<file path="src/rtl/alu_unit_pkg.sv">
// Shared types and constants for the integer execution stage: word/ROB types,
// op-code encodings and the result-queue entry layout.
package alu_unit_pkg;

  localparam int unsigned WORD    = 32;
  localparam int unsigned ROB_BIT = 4;
  localparam int unsigned OPT_BIT = 6;
  localparam int unsigned Q_DEPTH = 2;

  localparam logic TRUE  = 1'b1;
  localparam logic FALSE = 1'b0;

  typedef logic [WORD-1:0]    word_t;
  typedef logic [ROB_BIT-1:0] ROB_IDX;
  typedef logic [OPT_BIT-1:0] INST_OPT;

  localparam word_t  ZERO_WORD    = '0;
  localparam ROB_IDX ZERO_ROB_IDX = '0;

  localparam INST_OPT OPT_NONE  = 6'd0;
  localparam INST_OPT OPT_LUI   = 6'd1;
  localparam INST_OPT OPT_AUIPC = 6'd2;
  localparam INST_OPT OPT_JAL   = 6'd3;
  localparam INST_OPT OPT_JALR  = 6'd4;
  localparam INST_OPT OPT_BEQ   = 6'd5;
  localparam INST_OPT OPT_BNE   = 6'd6;
  localparam INST_OPT OPT_BLT   = 6'd7;
  localparam INST_OPT OPT_BGE   = 6'd8;
  localparam INST_OPT OPT_BLTU  = 6'd9;
  localparam INST_OPT OPT_BGEU  = 6'd10;
  localparam INST_OPT OPT_ADD   = 6'd11;
  localparam INST_OPT OPT_SUB   = 6'd12;
  localparam INST_OPT OPT_SLL   = 6'd13;
  localparam INST_OPT OPT_SLT   = 6'd14;
  localparam INST_OPT OPT_SLTU  = 6'd15;
  localparam INST_OPT OPT_XOR   = 6'd16;
  localparam INST_OPT OPT_SRL   = 6'd17;
  localparam INST_OPT OPT_SRA   = 6'd18;
  localparam INST_OPT OPT_OR    = 6'd19;
  localparam INST_OPT OPT_AND   = 6'd20;
  localparam INST_OPT OPT_ADDI  = 6'd21;
  localparam INST_OPT OPT_SLTI  = 6'd22;
  localparam INST_OPT OPT_SLTIU = 6'd23;
  localparam INST_OPT OPT_XORI  = 6'd24;
  localparam INST_OPT OPT_ORI   = 6'd25;
  localparam INST_OPT OPT_ANDI  = 6'd26;
  localparam INST_OPT OPT_SLLI  = 6'd27;
  localparam INST_OPT OPT_SRLI  = 6'd28;
  localparam INST_OPT OPT_SRAI  = 6'd29;

  typedef struct packed {
    ROB_IDX rob_idx;
    word_t  val;
    logic   jump;
    word_t  target;
  } alu_res_t;

endpackage

</file>
<file path="src/rtl/alu_unit_if.sv">
// Dispatch (RS -> ALU) and CDB broadcast channel of the integer execution stage.
interface alu_unit_if;
  import alu_unit_pkg::*;

  logic    alu_ena;
  INST_OPT alu_opt;
  word_t   alu_val1;
  word_t   alu_val2;
  word_t   alu_imm;
  word_t   alu_pc;
  ROB_IDX  alu_rob_idx;
  logic    alu_full;

  logic    cdb_gnt;
  logic    cdb_alu_valid;
  ROB_IDX  cdb_alu_src;
  word_t   cdb_alu_val;
  logic    cdb_alu_jump;
  word_t   cdb_alu_target;

  modport master (
    output alu_ena, alu_opt, alu_val1, alu_val2, alu_imm, alu_pc, alu_rob_idx, cdb_gnt,
    input  alu_full, cdb_alu_valid, cdb_alu_src, cdb_alu_val, cdb_alu_jump, cdb_alu_target
  );

  modport slave (
    input  alu_ena, alu_opt, alu_val1, alu_val2, alu_imm, alu_pc, alu_rob_idx, cdb_gnt,
    output alu_full, cdb_alu_valid, cdb_alu_src, cdb_alu_val, cdb_alu_jump, cdb_alu_target
  );
endinterface

</file>
<file path="src/rtl/alu_unit_core.sv">
// Combinational RV32I integer/branch/jump datapath: (opt, operands, pc) -> (val, jump, target).
module alu_core
  import alu_unit_pkg::*;
(
  input  INST_OPT opt,
  input  word_t   val1,
  input  word_t   val2,
  input  word_t   imm,
  input  word_t   pc,
  output word_t   val,
  output logic    jump,
  output word_t   target
);

  logic       is_imm;
  word_t      op_b;
  logic [4:0] shamt;
  word_t      br_tgt;
  word_t      jalr_sum;

  always_comb begin
    is_imm   = opt inside {OPT_ADDI, OPT_SLTI, OPT_SLTIU, OPT_XORI, OPT_ORI, OPT_ANDI,
                           OPT_SLLI, OPT_SRLI, OPT_SRAI};
    op_b     = is_imm ? imm : val2;
    shamt    = op_b[4:0];
    br_tgt   = pc + imm;
    jalr_sum = val1 + imm;

    val    = ZERO_WORD;
    jump   = FALSE;
    target = ZERO_WORD;

    case (opt)
      OPT_ADD,  OPT_ADDI:  val = val1 + op_b;
      OPT_SUB:             val = val1 - op_b;
      OPT_SLL,  OPT_SLLI:  val = val1 << shamt;
      OPT_SLT,  OPT_SLTI:  val = WORD'($signed(val1) < $signed(op_b));
      OPT_SLTU, OPT_SLTIU: val = WORD'(val1 < op_b);
      OPT_XOR,  OPT_XORI:  val = val1 ^ op_b;
      OPT_SRL,  OPT_SRLI:  val = val1 >> shamt;
      OPT_SRA,  OPT_SRAI:  val = WORD'($signed(val1) >>> shamt);
      OPT_OR,   OPT_ORI:   val = val1 | op_b;
      OPT_AND,  OPT_ANDI:  val = val1 & op_b;
      OPT_LUI:             val = imm;
      OPT_AUIPC:           val = br_tgt;
      OPT_JAL: begin
        val    = pc + WORD'(4);
        jump   = TRUE;
        target = br_tgt;
      end
      OPT_JALR: begin
        val    = pc + WORD'(4);
        jump   = TRUE;
        target = {jalr_sum[WORD-1:1], 1'b0};
      end
      // Branches write no register; target is reported even when not taken.
      OPT_BEQ:  begin jump = (val1 == val2);                   target = br_tgt; end
      OPT_BNE:  begin jump = (val1 != val2);                   target = br_tgt; end
      OPT_BLT:  begin jump = ($signed(val1) <  $signed(val2)); target = br_tgt; end
      OPT_BGE:  begin jump = ($signed(val1) >= $signed(val2)); target = br_tgt; end
      OPT_BLTU: begin jump = (val1 <  val2);                   target = br_tgt; end
      OPT_BGEU: begin jump = (val1 >= val2);                   target = br_tgt; end
      default: ;
    endcase
  end

endmodule

</file>
<file path="src/rtl/alu_unit.sv">
// Integer execution stage: computes dispatched ops, buffers results in a small
// queue and broadcasts the head on the ALU CDB channel under arbiter grant.
module alu_unit
  import alu_unit_pkg::*;
(
  input  logic clk,
  input  logic rst,
  input  logic rdy,
  input  logic rb,
  alu_unit_if.slave bus
);

  localparam int unsigned PTR_W = (Q_DEPTH > 1) ? $clog2(Q_DEPTH) : 1;
  localparam int unsigned CNT_W = $clog2(Q_DEPTH + 1);

  alu_res_t          q_q [Q_DEPTH];
  alu_res_t          q_d [Q_DEPTH];
  logic [PTR_W-1:0]  head_q, head_d;
  logic [PTR_W-1:0]  tail_q, tail_d;
  logic [CNT_W-1:0]  count_q, count_d;

  word_t    core_val;
  logic     core_jump;
  word_t    core_target;
  alu_res_t new_entry;
  alu_res_t head_entry;
  logic     push, pop, push_ok, not_empty;

  alu_core u_core (
    .opt    (bus.alu_opt),
    .val1   (bus.alu_val1),
    .val2   (bus.alu_val2),
    .imm    (bus.alu_imm),
    .pc     (bus.alu_pc),
    .val    (core_val),
    .jump   (core_jump),
    .target (core_target)
  );

  // Queue bookkeeping; a full queue still accepts a push if the head leaves the same cycle.
  always_comb begin
    q_d     = q_q;
    head_d  = head_q;
    tail_d  = tail_q;
    count_d = count_q;

    not_empty = (count_q != '0);
    push      = bus.alu_ena && rdy && !rb;
    pop       = not_empty && bus.cdb_gnt && rdy;
    push_ok   = push && ((count_q != CNT_W'(Q_DEPTH)) || pop);
    new_entry = '{rob_idx: bus.alu_rob_idx, val: core_val, jump: core_jump, target: core_target};

    if (rb) begin
      head_d  = '0;
      tail_d  = '0;
      count_d = '0;
    end else begin
      if (push_ok) begin
        q_d[tail_q] = new_entry;
        tail_d      = PTR_W'(tail_q + PTR_W'(1));
      end
      if (pop) begin
        head_d = PTR_W'(head_q + PTR_W'(1));
      end
      case ({push_ok, pop})
        2'b10:   count_d = CNT_W'(count_q + CNT_W'(1));
        2'b01:   count_d = CNT_W'(count_q - CNT_W'(1));
        default: ;
      endcase
    end
  end

  always_ff @(posedge clk) begin
    if (rst) begin
      q_q     <= '{default: '0};
      head_q  <= '0;
      tail_q  <= '0;
      count_q <= '0;
    end else begin
      q_q     <= q_d;
      head_q  <= head_d;
      tail_q  <= tail_d;
      count_q <= count_d;
    end
  end

  // CDB fields come straight from the registered head entry, blanked when empty.
  always_comb begin
    head_entry         = not_empty ? q_q[head_q] : '0;
    bus.cdb_alu_valid  = not_empty;
    bus.cdb_alu_src    = head_entry.rob_idx;
    bus.cdb_alu_val    = head_entry.val;
    bus.cdb_alu_jump   = head_entry.jump;
    bus.cdb_alu_target = head_entry.target;
    bus.alu_full       = (count_q >= CNT_W'(Q_DEPTH - 1));
  end

endmodule

</file>
<file path="src/flat_wrapper.sv">
// flat-port wrapper written by rule: the top's interface ports become plain ports
module alu_unit_flat import alu_unit_pkg::*;
  (clk, rst, rdy, rb, bus_alu_ena, bus_alu_opt, bus_alu_val1, bus_alu_val2, bus_alu_imm, bus_alu_pc, bus_alu_rob_idx, bus_cdb_gnt, bus_alu_full, bus_cdb_alu_valid, bus_cdb_alu_src, bus_cdb_alu_val, bus_cdb_alu_jump, bus_cdb_alu_target);
  alu_unit_if bus_i ();
  input  logic clk;
  input  logic rst;
  input  logic rdy;
  input  logic rb;
  input wire logic [$bits(bus_i.alu_ena)-1:0] bus_alu_ena;
  input wire logic [$bits(bus_i.alu_opt)-1:0] bus_alu_opt;
  input wire logic [$bits(bus_i.alu_val1)-1:0] bus_alu_val1;
  input wire logic [$bits(bus_i.alu_val2)-1:0] bus_alu_val2;
  input wire logic [$bits(bus_i.alu_imm)-1:0] bus_alu_imm;
  input wire logic [$bits(bus_i.alu_pc)-1:0] bus_alu_pc;
  input wire logic [$bits(bus_i.alu_rob_idx)-1:0] bus_alu_rob_idx;
  input wire logic [$bits(bus_i.cdb_gnt)-1:0] bus_cdb_gnt;
  output wire logic [$bits(bus_i.alu_full)-1:0] bus_alu_full;
  output wire logic [$bits(bus_i.cdb_alu_valid)-1:0] bus_cdb_alu_valid;
  output wire logic [$bits(bus_i.cdb_alu_src)-1:0] bus_cdb_alu_src;
  output wire logic [$bits(bus_i.cdb_alu_val)-1:0] bus_cdb_alu_val;
  output wire logic [$bits(bus_i.cdb_alu_jump)-1:0] bus_cdb_alu_jump;
  output wire logic [$bits(bus_i.cdb_alu_target)-1:0] bus_cdb_alu_target;
  assign bus_i.alu_ena = bus_alu_ena;
  assign bus_i.alu_opt = bus_alu_opt;
  assign bus_i.alu_val1 = bus_alu_val1;
  assign bus_i.alu_val2 = bus_alu_val2;
  assign bus_i.alu_imm = bus_alu_imm;
  assign bus_i.alu_pc = bus_alu_pc;
  assign bus_i.alu_rob_idx = bus_alu_rob_idx;
  assign bus_i.cdb_gnt = bus_cdb_gnt;
  assign bus_alu_full = bus_i.alu_full;
  assign bus_cdb_alu_valid = bus_i.cdb_alu_valid;
  assign bus_cdb_alu_src = bus_i.cdb_alu_src;
  assign bus_cdb_alu_val = bus_i.cdb_alu_val;
  assign bus_cdb_alu_jump = bus_i.cdb_alu_jump;
  assign bus_cdb_alu_target = bus_i.cdb_alu_target;
  alu_unit u_core (.clk(clk), .rst(rst), .rdy(rdy), .rb(rb), .bus(bus_i));
endmodule
</file>
<file path="config.mk">
export PLATFORM = sky130hd
export DESIGN_NAME = alu_unit_flat
export DESIGN_NICKNAME = d
export VERILOG_FILES = /design/src/rtl/alu_unit_pkg.sv /design/src/rtl/alu_unit_if.sv /design/src/rtl/alu_unit_core.sv /design/src/rtl/alu_unit.sv /design/src/flat_wrapper.sv
export SDC_FILE = /design/constraint.sdc
export NUM_CORES = 1
export LEC_CHECK = 0
export CAP_MARGIN = 30
export CORE_AREA = 10 10 333 206
export DETAILED_ROUTE_END_ITERATION = 10
export DIE_AREA = 0 0 343 216
export PLACE_DENSITY = 0.53
export SYNTH_ARGS = -nofsm -noshare
export SYNTH_HDL_FRONTEND = slang
export SYNTH_SLANG_ARGS = --single-unit
</file>
<file path="constraint.sdc">
create_clock -name clk -period 8.3 [get_ports clk]
set_input_delay 1.66 -clock clk [delete_from_list [all_inputs] [get_ports clk]]
set_output_delay 1.66 -clock clk [all_outputs]
set_load 0.05 [all_outputs]
</file>
==> results.py <==
metrics = {
    "clock_network": {
        "cts_max_level": 4,
        "ctsHoldBuffers": 0,
        "root_buffer": "clkbuf_16",
        "numCtsBuffers": 25,
        "clock_latency_ns": 0.48,
        "cts_setup_buffers": 0,
        "cts_sinks": 142,
        "cts_tree": "yes",
        "cts_resized": 0,
        "cts_max_path_buffers": 3,
        "clk_pin_slew_worst_paths_ns": 0.06,
    },
    "sta": {
        "final.setup.tns_ns": 0,
        "setup_violations": 0,
        "min_period_ns": 7.25,
        "hold_viol_final": 0,
        "timing.fmax_mhz": 138,
        "fin_crit_sh_pct": 87.4,
        "slew_viol_final": 0,
        "holdWs_ns": 0.458,
        "rsz0062_at_grt": "false",
        "skew_ns": 0.0157,
        "tightestPinTransition_ns": 1.23,
        "slew_headroom_pct": 18.0,
    },
    "setup_path": {
        "r2r_slack_ns": 4.73,
        "crit_buf_inv": 5,
        "critical_path.top_delay_family": "compound AO/OA/AOI/OAI gates",
        "critPathCapture": "u_core.q_q[58]$_SDFFE_PP0P_",
        "cp_cell_sequence": "clkdlybuf4s50_1, inv_1, a211oi_4, buf_4, a21o_1, inv_1, ha_1, inv_1, nor3_1, nand4_1, a211o_1, and2_1, a22o_1, o21ai_0, nand4_1, a211oi_1, a211oi_1",
        "slowest_delay_ns": 0.81,
        "end_kind": "flop",
        "setup.worst_path.class": "primary input to flop",
        "rr_worst_depth": 11,
        "crit_cells": 17,
        "required_ns": 8.62,
        "r2r_start": "u_core.count_q[0]$_SDFFE_PP0P_",
        "cp_slowest_cell": "clkdlybuf4s50_1",
        "start_kind": "primary input",
        "cp.arrival_ns": 7.57,
        "crit_start": "bus_alu_opt[3]",
        "worstPathMaxFanout": 14,
        "timing.rr.end": "u_core.q_q[42]$_SDFFE_PP0P_",
        "critPathMostFrequentCell": "inv_1",
    },
    "synth": {
        "ys_top_cells_by_area": "dfxtp_1 13%, ha_1 11%, nor2_1 7.1%, a211oi_1 6.3%, mux2i_1 5.3%",
        "synth_cell_type_count": 119,
        "netlist_area_sq_mm": 0.0217,
        "synth_top_family_by_area": "compound AO/OA/AOI/OAI gates",
        "synth_xor_area_share_pct": 4.52,
        "ys_seq_area_share_pct": 13.1,
        "synth_adder_area_share_pct": 11.3,
        "synth-compound-area-share_pct": 37.2,
        "yosysWarnings": 0,
        "synth.avg_cell_area_sq_um": 7.18,
        "synthesis.nets": 3361,
        "yosys.area.top_type": "dfxtp_1",
        "ys_seq_elements": 142,
        "syn_inst": 3023,
        "synth_mux_area_share_pct": 6.12,
        "synth_top_area_share_pct": 13.1,
        "synthFlopType": "dfxtp_1",
        "synth_edf_count": 0,
        "synth_simple_gate_area_share_pct": 20.6,
        "synth_async_sr_flop_share_pct": 0,
    },
    "power": {
        "power.share.clock_pct": 26.3,
        "p_seq_share_pct": 20.7,
        "comb_power_share_pct": 53.0,
        "power_switching_mw": 1.58,
        "swShare_pct": 45.9,
        "vdd_drop_max_mv": 0.125,
        "internal-power_mw": 1.86,
        "leakage_nw": 9.74,
        "pwr_density_cell_mw_per_mm2": 135,
    },
    "worst_hold_path": {
        "hold_class": "flop to flop",
    },
    "place": {
        "dp_hpwl_um": 112000,
        "routabilityCongestion": 1.08,
        "numPortBuffers": 214,
    },
    "drt": {
        "routed_wl_um": 137000,
        "wl_per_cell_um": 34.4,
        "drc": 0,
        "vias": 26900,
        "drtIter0Drc": 4442,
        "final_antenna_net_count": 0,
        "via_per_inst": 6.75,
        "dr.pass1.iters": 6,
    },
    "global_routing": {
        "grt_pass1_wl_um": 190000,
        "antenna_found_initial": 10,
        "grt-ovfl-total": 0,
        "grt_max_degree": 89,
        "grt_usage_pct": 35.1,
        "grt_pass1_vias": 24800,
    },
    "cells_and_area": {
        "final_cell_mix": "408 x nor2_1, 225 x a21oi_1, 213 x clkdlybuf4s50_1",
        "fin_nets": 3479,
        "drive_above_1_share_pct": 7.50,
        "mostFrequentLayoutCell": "nor2_1",
        "area_growth_pct": 17.2,
    },
    "floorplanning": {
        "die_area_sq_mm": 0.0741,
        "core-area_sq_mm": 0.0623,
        "die_w_um": 343,
        "num_rows": 71,
        "dieHeight_um": 216,
        "initial_core_util_pct": 34.9,
        "pin_count": 215,
    },
    "run_status": {
        "status": "completed",
    },
    "flow_run": {
        "drv_cap": 0,
    },
}
tightest hold or removal path, delay by kind of cell, from the launching register on:
| family | cells | cell delay, ns |
|---|---|---|
| simple gates | 1 | 0.05 |
| flops | 1 | 0.30 |
| compound gates | 1 | 0.05 |
worst min-delay path by stage:
stage	start	end	slack [ns]	cells past startpoint
3_3_place_gp	u_core.q_q[134]$_SDFFE_PP0P_	u_core.q_q[134]$_SDFFE_PP0P_	0.44	2
6_report	u_core.q_q[137]$_SDFFE_PP0P_	u_core.q_q[137]$_SDFFE_PP0P_	0.46	2
4_1_cts	u_core.q_q[137]$_SDFFE_PP0P_	u_core.q_q[137]$_SDFFE_PP0P_	0.46	2
5_1_grt	u_core.q_q[137]$_SDFFE_PP0P_	u_core.q_q[137]$_SDFFE_PP0P_	0.47	2
2_1_floorplan	u_core.q_q[134]$_SDFFE_PP0P_	u_core.q_q[134]$_SDFFE_PP0P_	0.44	2
3_5_place_dp	u_core.q_q[0]$_SDFFE_PP0P_	u_core.q_q[0]$_SDFFE_PP0P_	0.45	2
power by group through the flow:
stage | Sequential [mW] | Clock [mW] | Combinational (mW)
floorplan | 0.722 | 0 | 1.02
global placement | 0.724 | 0 | 1.70
detailed placement | 0.725 | 0 | 1.70
CTS | 0.711 | 0.924 | 1.71
global route | 0.713 | 0.962 | 1.88
finish | 0.711 | 0.905 | 1.82
Yosys cell counts, drive strengths merged, types with 10 or more instances:
cell and count:
o211a 14, dfxtp 142, inv 152, a211o 28, o221ai 24, a211oi 191
and3 22, o21a 23, a21oi 230, nand4 30, nand3 71, mux2 15
xnor2 76, a2111oi 16, o211ai 26, o22ai 12, o31ai 25, nor2 411
a21o 99, nor2b 13, nand2b 17, a31oi 51, nor4 40, clkbuf 143
or3 13, ha 191, a221o 16, o311ai 10, nor3 95, a311oi 16
buf 74, nand2 173, mux2i 116, a221oi 43, and2 24, o21bai 14
xor2 36, a22oi 57, o21ai 138, or2 12
stage by stage:
stage | power (mW) | cell area (sq um) | worst slack (ns) | cells | util (%)
floorplan | 1.74 | 21700 | 2.51 | 3023 | -
global placement | 2.43 | 24700 | 0.631 | 3943 | 39.6
detailed placement | 2.43 | 24700 | 0.701 | 3947 | 39.6
CTS | 3.34 | 25400 | 1.20 | 3980 | 40.8
global route | 3.55 | 25400 | 0.910 | 3986 | 40.8
finish | 3.44 | 25400 | 1.05 | 3988 | 40.9
sequential cells by signal, summed over array words and instances (netlist names):
register and cells:
u_core.count_q 2, u_core.tail_q 1, u_core.head_q 1, u_core.q_q 138
layer usage:
metal	up-vias	part of all wire (%)	track usage (%)
li1	11600	-	-
met1	13100	45	51.1
met2	1876	35	42.9
met3	241	16	17.2
met4	14	3.6	11.1
met5	-	0.14	1.07
layout make-up:
| class | count | area (sq um) |
|---|---|---|
| antenna | 2 | 5.00 |
| clock buffer | 29 | 671 |
| clock inverter | 4 | 45.0 |
| fill | 6494 | 36800 |
| inverter | 153 | 582 |
| multi-input combinational | 2511 | 17400 |
| sequential | 142 | 2850 |
| tap | 839 | 1050 |
| timing repair buffer | 308 | 2830 |
cells by family after synthesis:
group                    count (synthesis)
AO/OA/AOI/OAI                         1119
XOR/XNOR                               112
adder cells (fa/ha/maj)                195
buffers and inverters                  370
flip-flops                             142
multiplexers                           131
AND/OR/NAND/NOR                        954
Note: power is estimated with default switching activity, not from simulation.
